$ cat src/rtl/mdu_pkg.sv
// mdu_pkg: shared definitions for the iterative multiply/divide unit.
//   OP_*    : values of the 2-bit op input
//   state_t : control states of the unit
//   ITER_W  : width of the iteration counter
package mdu_pkg;

  localparam int unsigned ITER_W = 6;

  localparam logic [1:0] OP_MULT  = 2'b00;
  localparam logic [1:0] OP_MULTU = 2'b01;
  localparam logic [1:0] OP_DIV   = 2'b10;
  localparam logic [1:0] OP_DIVU  = 2'b11;

  typedef enum logic [1:0] {
    IDLE = 2'b00,
    PREP = 2'b01,
    RUN  = 2'b10,
    FIX  = 2'b11
  } state_t;

endpackage

$ cat src/rtl/twos_negate.sv
// twos_negate: combinational conditional two's-complement negate.
//   neg      in  1  negate when high
//   data_in  in  W  operand
//   data_out out W  neg ? -data_in : data_in
module twos_negate #(
  parameter int unsigned W = 32
) (
  input  logic         neg,
  input  logic [W-1:0] data_in,
  output logic [W-1:0] data_out
);

  always_comb begin
    data_out = data_in;
    if (neg) data_out = ~data_in + W'(1);
  end

endmodule

$ cat src/rtl/mult_div_unit.sv
// mult_div_unit: iterative MULT/MULTU/DIV/DIVU with architectural HI/LO.
//   clk, rst          clock; synchronous active-high reset
//   start, op         launch operation (sampled only in IDLE)
//   rs_data, rt_data  multiplicand/dividend, multiplier/divisor
//   mthi, mtlo        write rs_data into HI / LO (only in IDLE)
//   hi, lo            HI/LO registers
//   busy              high whenever an operation is in flight
//   done              one-cycle pulse after an operation writes HI/LO
module mult_div_unit
  import mdu_pkg::*;
#(
  parameter int unsigned XLEN = 32
) (
  input  logic            clk,
  input  logic            rst,
  input  logic            start,
  input  logic [1:0]      op,
  input  logic [XLEN-1:0] rs_data,
  input  logic [XLEN-1:0] rt_data,
  input  logic            mthi,
  input  logic            mtlo,
  output logic [XLEN-1:0] hi,
  output logic [XLEN-1:0] lo,
  output logic            busy,
  output logic            done
);

  localparam logic [ITER_W-1:0] LAST = ITER_W'(XLEN - 1);

  state_t              state, state_nx;
  logic [ITER_W-1:0]   cnt;
  logic [1:0]          op_q;
  logic [XLEN-1:0]     rs_q, rt_q, opnd;
  logic                neg_res, neg_rem;
  logic                is_div, is_signed;
  logic [XLEN-1:0]     abs_a, abs_b;
  logic [XLEN-1:0]     quo_fix, rem_fix;
  logic [2*XLEN-1:0]   prod_fix;

  // Shared register: {upper[XLEN:0], lower[XLEN-1:0]}.
  // Multiply: upper = partial product (with carry), lower = multiplier shifting out.
  // Divide:   upper = partial remainder, lower = dividend shifting out / quotient in.
  logic [2*XLEN:0]     acc, acc_nx;
  logic [XLEN:0]       sum, rem_sh;

  assign is_div    = (op_q == OP_DIV)  || (op_q == OP_DIVU);
  assign is_signed = (op_q == OP_MULT) || (op_q == OP_DIV);

  twos_negate #(.W(XLEN)) u_abs_a (
    .neg(is_signed & rs_q[XLEN-1]), .data_in(rs_q), .data_out(abs_a)
  );
  twos_negate #(.W(XLEN)) u_abs_b (
    .neg(is_signed & rt_q[XLEN-1]), .data_in(rt_q), .data_out(abs_b)
  );
  twos_negate #(.W(2*XLEN)) u_fix_prod (
    .neg(neg_res), .data_in(acc[2*XLEN-1:0]), .data_out(prod_fix)
  );
  twos_negate #(.W(XLEN)) u_fix_quo (
    .neg(neg_res), .data_in(acc[XLEN-1:0]), .data_out(quo_fix)
  );
  twos_negate #(.W(XLEN)) u_fix_rem (
    .neg(neg_rem), .data_in(acc[2*XLEN-1:XLEN]), .data_out(rem_fix)
  );

  always_ff @(posedge clk) begin
    if (rst) state <= IDLE;
    else     state <= state_nx;
  end

  always_comb begin
    state_nx = state;
    busy     = (state != IDLE);
    unique case (state)
      IDLE:    if (start) state_nx = PREP;
      PREP:    state_nx = RUN;
      RUN:     if (cnt == LAST) state_nx = FIX;
      FIX:     state_nx = IDLE;
      default: state_nx = IDLE;
    endcase
  end

  // One iteration step for the selected operation.
  always_comb begin
    sum    = acc[2*XLEN:XLEN] + {1'b0, opnd};
    rem_sh = {acc[2*XLEN-1:XLEN], acc[XLEN-1]};
    acc_nx = acc;
    if (is_div) begin
      if (rem_sh >= {1'b0, opnd})
        acc_nx = {rem_sh - {1'b0, opnd}, acc[XLEN-2:0], 1'b1};
      else
        acc_nx = {rem_sh, acc[XLEN-2:0], 1'b0};
    end else begin
      if (acc[0]) acc_nx = {1'b0, sum, acc[XLEN-1:1]};
      else        acc_nx = {1'b0, acc[2*XLEN:XLEN], acc[XLEN-1:1]};
    end
  end

  always_ff @(posedge clk) begin
    if (rst) begin
      cnt     <= '0;
      op_q    <= '0;
      rs_q    <= '0;
      rt_q    <= '0;
      opnd    <= '0;
      acc     <= '0;
      neg_res <= 1'b0;
      neg_rem <= 1'b0;
      hi      <= '0;
      lo      <= '0;
      done    <= 1'b0;
    end else begin
      done <= (state == FIX);
      unique case (state)
        IDLE: begin
          if (mthi) hi <= rs_data;
          if (mtlo) lo <= rs_data;
          if (start) begin
            op_q <= op;
            rs_q <= rs_data;
            rt_q <= rt_data;
          end
        end
        PREP: begin
          cnt     <= '0;
          opnd    <= is_div ? abs_b : abs_a;
          acc     <= {{(XLEN+1){1'b0}}, is_div ? abs_a : abs_b};
          neg_res <= is_signed & (rs_q[XLEN-1] ^ rt_q[XLEN-1]);
          neg_rem <= is_signed & rs_q[XLEN-1];
        end
        RUN: begin
          acc <= acc_nx;
          cnt <= cnt + ITER_W'(1);
        end
        FIX: begin
          if (is_div) begin
            // Division by zero reports the raw dividend, bypassing sign fix.
            if (rt_q == '0) begin
              lo <= '1;
              hi <= rs_q;
            end else begin
              lo <= quo_fix;
              hi <= rem_fix;
            end
          end else begin
            {hi, lo} <= prod_fix;
          end
        end
        default: ;
      endcase
    end
  end

endmodule

$ cat config.mk
export PLATFORM = sky130hd
export DESIGN_NAME = mult_div_unit
export DESIGN_NICKNAME = d
export VERILOG_FILES = /design/src/rtl/mdu_pkg.sv /design/src/rtl/twos_negate.sv /design/src/rtl/mult_div_unit.sv
export SDC_FILE = /design/constraint.sdc
export NUM_CORES = 1
export LEC_CHECK = 0
export CAP_MARGIN = 10
export CORE_MARGIN = 1
export CORE_UTILIZATION = 29
export CTS_CLUSTER_SIZE = 10
export DETAILED_ROUTE_END_ITERATION = 7
export PLACE_DENSITY = 0.42
export SKIP_CTS_REPAIR_TIMING = 1
export SYNTH_ARGS = -nofsm -noshare
export SYNTH_HDL_FRONTEND = slang
export SYNTH_SLANG_ARGS = --single-unit
$ cat constraint.sdc
create_clock -name clk -period 4.66 [get_ports clk]
set_clock_uncertainty 0.05 [all_clocks]
set_input_delay 1.398 -clock clk [delete_from_list [all_inputs] [get_ports clk]]
set_output_delay 1.398 -clock clk [all_outputs]
set_load 0.1 [all_outputs]
# Word-level counts from Yosys, hierarchy flattened

Cells that the tools add are included.

Input bits: 71
Register bits: 238
Logic and storage cells: 75

Eq/ne operators: 10
Reduce and logical (&&, ||, !) cells: 12
$lt $le $gt $ge: 1
Add/sub/neg operators: 8
Mux-type cells: 23
Bitwise logic cells: 9

Operators by type and width:

| cell                    | count |
|---|---|
| $mux W32                | 12 |
| $mux W65                | 2 |
| $pmux W65 S2            | 1 |
| $add A32 B1 Y32 const B | 4 |
| $mux W64                | 2 |
| $not A32 Y32            | 4 |
| $pmux W32 S2            | 2 |
| $add A64 B1 Y64 const B | 1 |
| $not A64 Y64            | 1 |
| $add A33 B32 Y33        | 1 |
| $ge A33 B32 Y1          | 1 |
| $sub A33 B32 Y33        | 1 |
| $logic_not A32 Y1       | 1 |
| $pmux W6 S2             | 1 |
| $eq A2 B2 Y1 const B    | 4 |
| $ne A2 B2 Y1 const B    | 4 |
| $pmux W2 S4             | 1 |
| $reduce_and A2 Y1       | 4 |
| $add A6 B1 Y6 const B   | 1 |
| $eq A6 B5 Y1 const B    | 1 |
| $reduce_bool A2 Y1      | 3 |
| $logic_not A2 Y1        | 2 |
| $mux W2                 | 2 |
| $and A1 B1 Y1           | 3 |
| 3 further kinds         | 4 |

# Longest topological paths before layout

Word-level depth: 6
Mapped depth: 14
Depth with buffers taken out: 13

# Hierarchy

A second synthesis with hierarchy kept.

Cells, all modules: 2501
Area total of the unflattened synthesis: 20246.9 um2

Modules (own cells, without submodules):

| module                     | area each (um2) | times used | cells each |
|---|---|---|---|
| mult_div_unit              | 15489.9         | 1          | 1899 |
| twos_negate at u_abs_a ... | 777.0           | 4          | 99 |
| twos_negate at u_fix_prod  | 1649.1          | 1          | 206 |

# Least setup slack after synthesis

No wires, ideal clock.

Path kind: flip-flop to flip-flop
Start: register opnd[17]
End: register acc[33]
Buffers on the path: 3
Setup slack: 1465 ps
Required time: 4472 ps
Arrival time: 3008 ps
Setup time: 138 ps
Clock period less this slack: 3195 ps
Cell stages (with the launch flop): 14
Cell sequence: dfxtp_1 inv_1 ha_1 clkbuf_1 nand4_1 or4_1 a211o_1 and2_1 a31oi_1 nor2_1 buf_2 buf_1 mux2i_1 o221ai_1

Longest elaborated chain between the ends: 4

RTL lines:

| item                     | line                 | RTL |
|---|---|---|
| start: declaration       | mult_div_unit.sv:33  | `logic [XLEN-1:0] rs_q, rt_q, opnd;` |
| start signal: assignment | mult_div_unit.sv:125 | `opnd <= is_div ? abs_b : abs_a;` |
| $ge A33 B32 Y1           | mult_div_unit.sv:88  | `if (rem_sh >= {1'b0, opnd})` |
| $mux W65                 | mult_div_unit.sv:88  |  |
| $mux W65                 | mult_div_unit.sv:87  | `if (is_div) begin` |
| $pmux W65 S2             | mult_div_unit.sv:113 | `unique case (state)` |
| end signal: assignment   | mult_div_unit.sv:126 | `acc <= {{(XLEN+1){1'b0}}, is_div ? abs_a : abs_b};` |
| end signal: assignment   | mult_div_unit.sv:131 | `acc <= acc_nx;` |
| end: declaration         | mult_div_unit.sv:43  | `logic [2*XLEN:0] acc, acc_nx;` |

No other way between the ends.
A chain may end at the register's enable or synchronous reset.

# Worst setup path in the final report

Start: register opnd[29]
End: register acc[55]

Same word-level chain as after synthesis.

==> load_flow_metrics.sql <==
INSERT INTO impl_metrics (metric_group, metric, value, unit) VALUES
('outcome', 'outcome', 'completed', ''),
('pwr', 'netSwitchingPower', '7.24', 'mW'),
('critical_path', 'timing_worst_setup_path_type', 'reg2reg', ''),
('synthesis', 'synthTopCellsByCount', '342 x nand2_1, 251 x nor2_1, 247 x a21oi_1, 238 x dfxtp_1, 146 x clkbuf_1', ''),
('pwr', 'switching_share', '52.1', '%'),
('pwr', 'leakage', '8.36', 'nW'),
('worst_hold_path', 'min-delay-path-class', 'reg2reg', ''),
('critical_path', 'critical_path_arrival', '4.80', 'ns'),
('final_layout', 'flow.area_growth_from_synthesis', '18.7', '%'),
('clocking', 'inserted_clock_buffers', '34', ''),
('critical_path', 'worstSetupStartpointType', 'flop', ''),
('synthesis', 'synth_top_area_share', '26.3', '%'),
('final_layout', 'final-instance-count-excl-fill', '3360', ''),
('pwr', 'p_int', '6.66', 'mW'),
('pwr', 'combinationalPowerShare', '59.5', '%'),
('sta', 'setup_slack', '0.302', 'ns'),
('sta', 'timing.final.crit_period', '4.36', 'ns'),
('synthesis', 'syn_area_per_cell', '7.43', 'um2'),
('pwr', 'seqPwrFrac', '21.9', '%'),
('grt', 'grt.total_usage', '25.3', '%'),
('die', 'fp.dieArea', '0.0634', 'mm2'),
('final_layout', 'antennaDiodeCount', '0', ''),
('pwr', 'powerDensity', '647', 'mW/mm2'),
('drt', 'route.final.wire_length', '82.3', 'mm'),
('synthesis', 'async_reset_ff_share', '0', '%'),
('clocking', 'clkTransAtPathRegs', '0.06', 'ns'),
('drt', 'drt-wirelength-per-cell', '24.5', 'um'),
('die', 'design.core.area', '0.0617', 'mm2'),
('critical_path', 'timing.critical_path.fanout_max', '36', ''),
('synthesis', 'synth_enable_flop_cells', '0', ''),
('job', 'drv.max_cap_violation_count', '0', ''),
('drt', 'drc', '0', ''),
('placement', 'placed_cells_incl_taps', '3303', ''),
('placement', 'gp_congestion', '0.926', ''),
('synthesis', 'syn-instance-count', '2438', ''),
('final_layout', 'drive_above_1_share', '7.73', '%'),
('clocking', 'tritoncts_clock_tree', 'built', ''),
('drt', 'firstDrtPassIters', '5', ''),
('drt', 'via_count', '18927', ''),
('placement', 'placement.setup.worst_slack', '0.452', 'ns'),
('synthesis', 'synth_most_common_cell', 'nand2_1', ''),
('sta', 'tightestPinTransition', '1.11', 'ns'),
('final_layout', 'fillers', '6629', ''),
('sta', 'setup_viol', '0', ''),
('placement', 'dpl_cell_area', '0.0204', 'mm2'),
('critical_path', 'number_of_cells_on_the_worst_reg_to_reg_path', '13', ''),
('critical_path', 'endpoint_kind', 'flop', ''),
('synthesis', 'netlist_top_cells_area', 'dfxtp_1 26%, nand2_1 7.1%, a21oi_1 6.8%, nor2_1 5.2%, xnor2_1 5.1%', ''),
('grt', 'first_global_vias', '17709', ''),
('grt', 'grt_start_max_net_pins', '79', ''),
('die', 'die_h', '252', 'um'),
('sta', 'timing.slew.headroom', '25.0', '%'),
('die', 'row_count', '91', ''),
('synthesis', 'synth.distinct_cells', '82', ''),
('sta', 'holdWs', '0.389', 'ns'),
('drt', 'routed_via_density', '5.63', ''),
('drt', 'drt_iter0_drc', '1570', ''),
('grt', 'gr-total-overflow', '0', ''),
('clocking', 'tritoncts_num_sinks', '238', ''),
('synthesis', 'synth_fp_nets', '2584', ''),
('synthesis', 'syn_area', '0.0181', 'mm2'),
('grt', 'grt_first_pass_wirelength', '120', 'mm'),
('grt', 'antenna_found_initial', '2', ''),
('pwr', 'power_frac_clock', '18.6', '%'),
('sta', 'timing.setup.tns', '0', 'ns'),
('sta', 'grt_setup_unrepaired', 'false', ''),
('synthesis', 'main_synth_ff_type', 'dfxtp_1', ''),
('die', 'top_level_pins', '137', ''),
('final_layout', 'nets', '2648', ''),
('sta', 'max_slew_violation_count', '0', ''),
('drt', 'ant_nets', '0', '');
-- final cells by class --
cell class,count,area [um2],share of cell area (%)
clock buffer,50,993,4.62
clock inverter,7,85.1,0.396
inverter,79,297,1.38
multi-input combinational,1938,12300,57.5
sequential,238,4770,22.2
tap,837,1050,4.87
timing repair buffer,211,1950,9.07
-- state kept, by name, summed over array words and instances (netlist names) --
register / count
state: 2
op_q: 2
neg_rem: 1
rt_q: 32
lo: 32
opnd: 32
rs_q: 32
acc: 65
cnt: 6
neg_res: 1
hi: 32
done: 1
-- logic make-up after synthesis --
family | after synthesis | share of synthesized area (%)
buf+inv | 262 | 5.73
simple gates | 867 | 21.9
mux | 83 | 5.94
fa+ha+maj | 75 | 5.27
xor+xnor | 195 | 9.43
flops | 238 | 26.3
compound gates | 718 | 25.4
-- layout by cell type, fill, tap and decap left out, types with 15 or more instances in the layout --
cell type,instances
inv_1,76
or3_1,17
nor2_1,248
clkbuf_16,36
xor2_1,90
dfxtp_1,235
xnor2_1,105
nor2b_1,19
mux2i_1,50
a211oi_1,31
nand4_1,19
o41ai_1,16
nor3_1,68
o211ai_1,51
o31ai_1,24
mux2_2,15
buf_4,74
ha_1,72
nand2b_1,16
a22oi_1,20
clkdlybuf4s50_1,134
nand2_1,341
a21o_1,24
o221ai_1,32
nor4_1,20
mux4_2,18
nand3_1,31
or4_1,15
a21oi_1,245
o21ai_0,134
a31oi_1,26
-- path summary, 6_finish.rpt --
kind / startpoint / endpoint / slack, ns
max reg2reg: opnd[29]$_SDFFE_PP0N_ / acc[55]$_SDFFE_PP0P_ / 0.30
max: opnd[29]$_SDFFE_PP0N_ / acc[55]$_SDFFE_PP0P_ / 0.30
min reg2reg: hi[12]$_SDFFE_PP0P_ / hi[12]$_SDFFE_PP0P_ / 0.39
min: hi[12]$_SDFFE_PP0P_ / hi[12]$_SDFFE_PP0P_ / 0.39
-- routing by layer --
| metal | GRT usage [%] | vias to the layer above | part of all wire, % |
|---|---|---|---|
| met4 | 9.82 | 2 | 4.0 |
| met3 | 5.53 | 131 | 7.9 |
| met1 | 35.4 | 9173 | 46 |
| met2 | 37.6 | 730 | 42 |
| met5 | 0 | - | 0.016 |
| li1 | - | 8891 | - |
-- power by group through the flow --
stage          combinational, mW  clock, mW  sequential (mW)
6_report                    8.27       2.59             3.05
5_1_grt                     8.85       2.74             3.09
4_1_cts                     8.20       2.64             3.03
3_5_place_dp                8.17          0             3.06
3_3_place_gp                8.18          0             3.06
2_1_floorplan               4.76          0             3.74
-- critical path: stages (launching register included) --
cell	delay [ns]
dfxtp_1	0.47
inv_1	0.08
ha_1	0.41
o21a_1	0.21
nor2_1	0.16
o21ai_0	0.44
a41o_1	0.48
o32a_1	0.40
nor2_4	0.78
buf_4	0.31
buf_4	0.15
nand2_1	0.06
o211ai_1	0.12
a32o_1	0.18
Power figures use the tool's default switching activity.
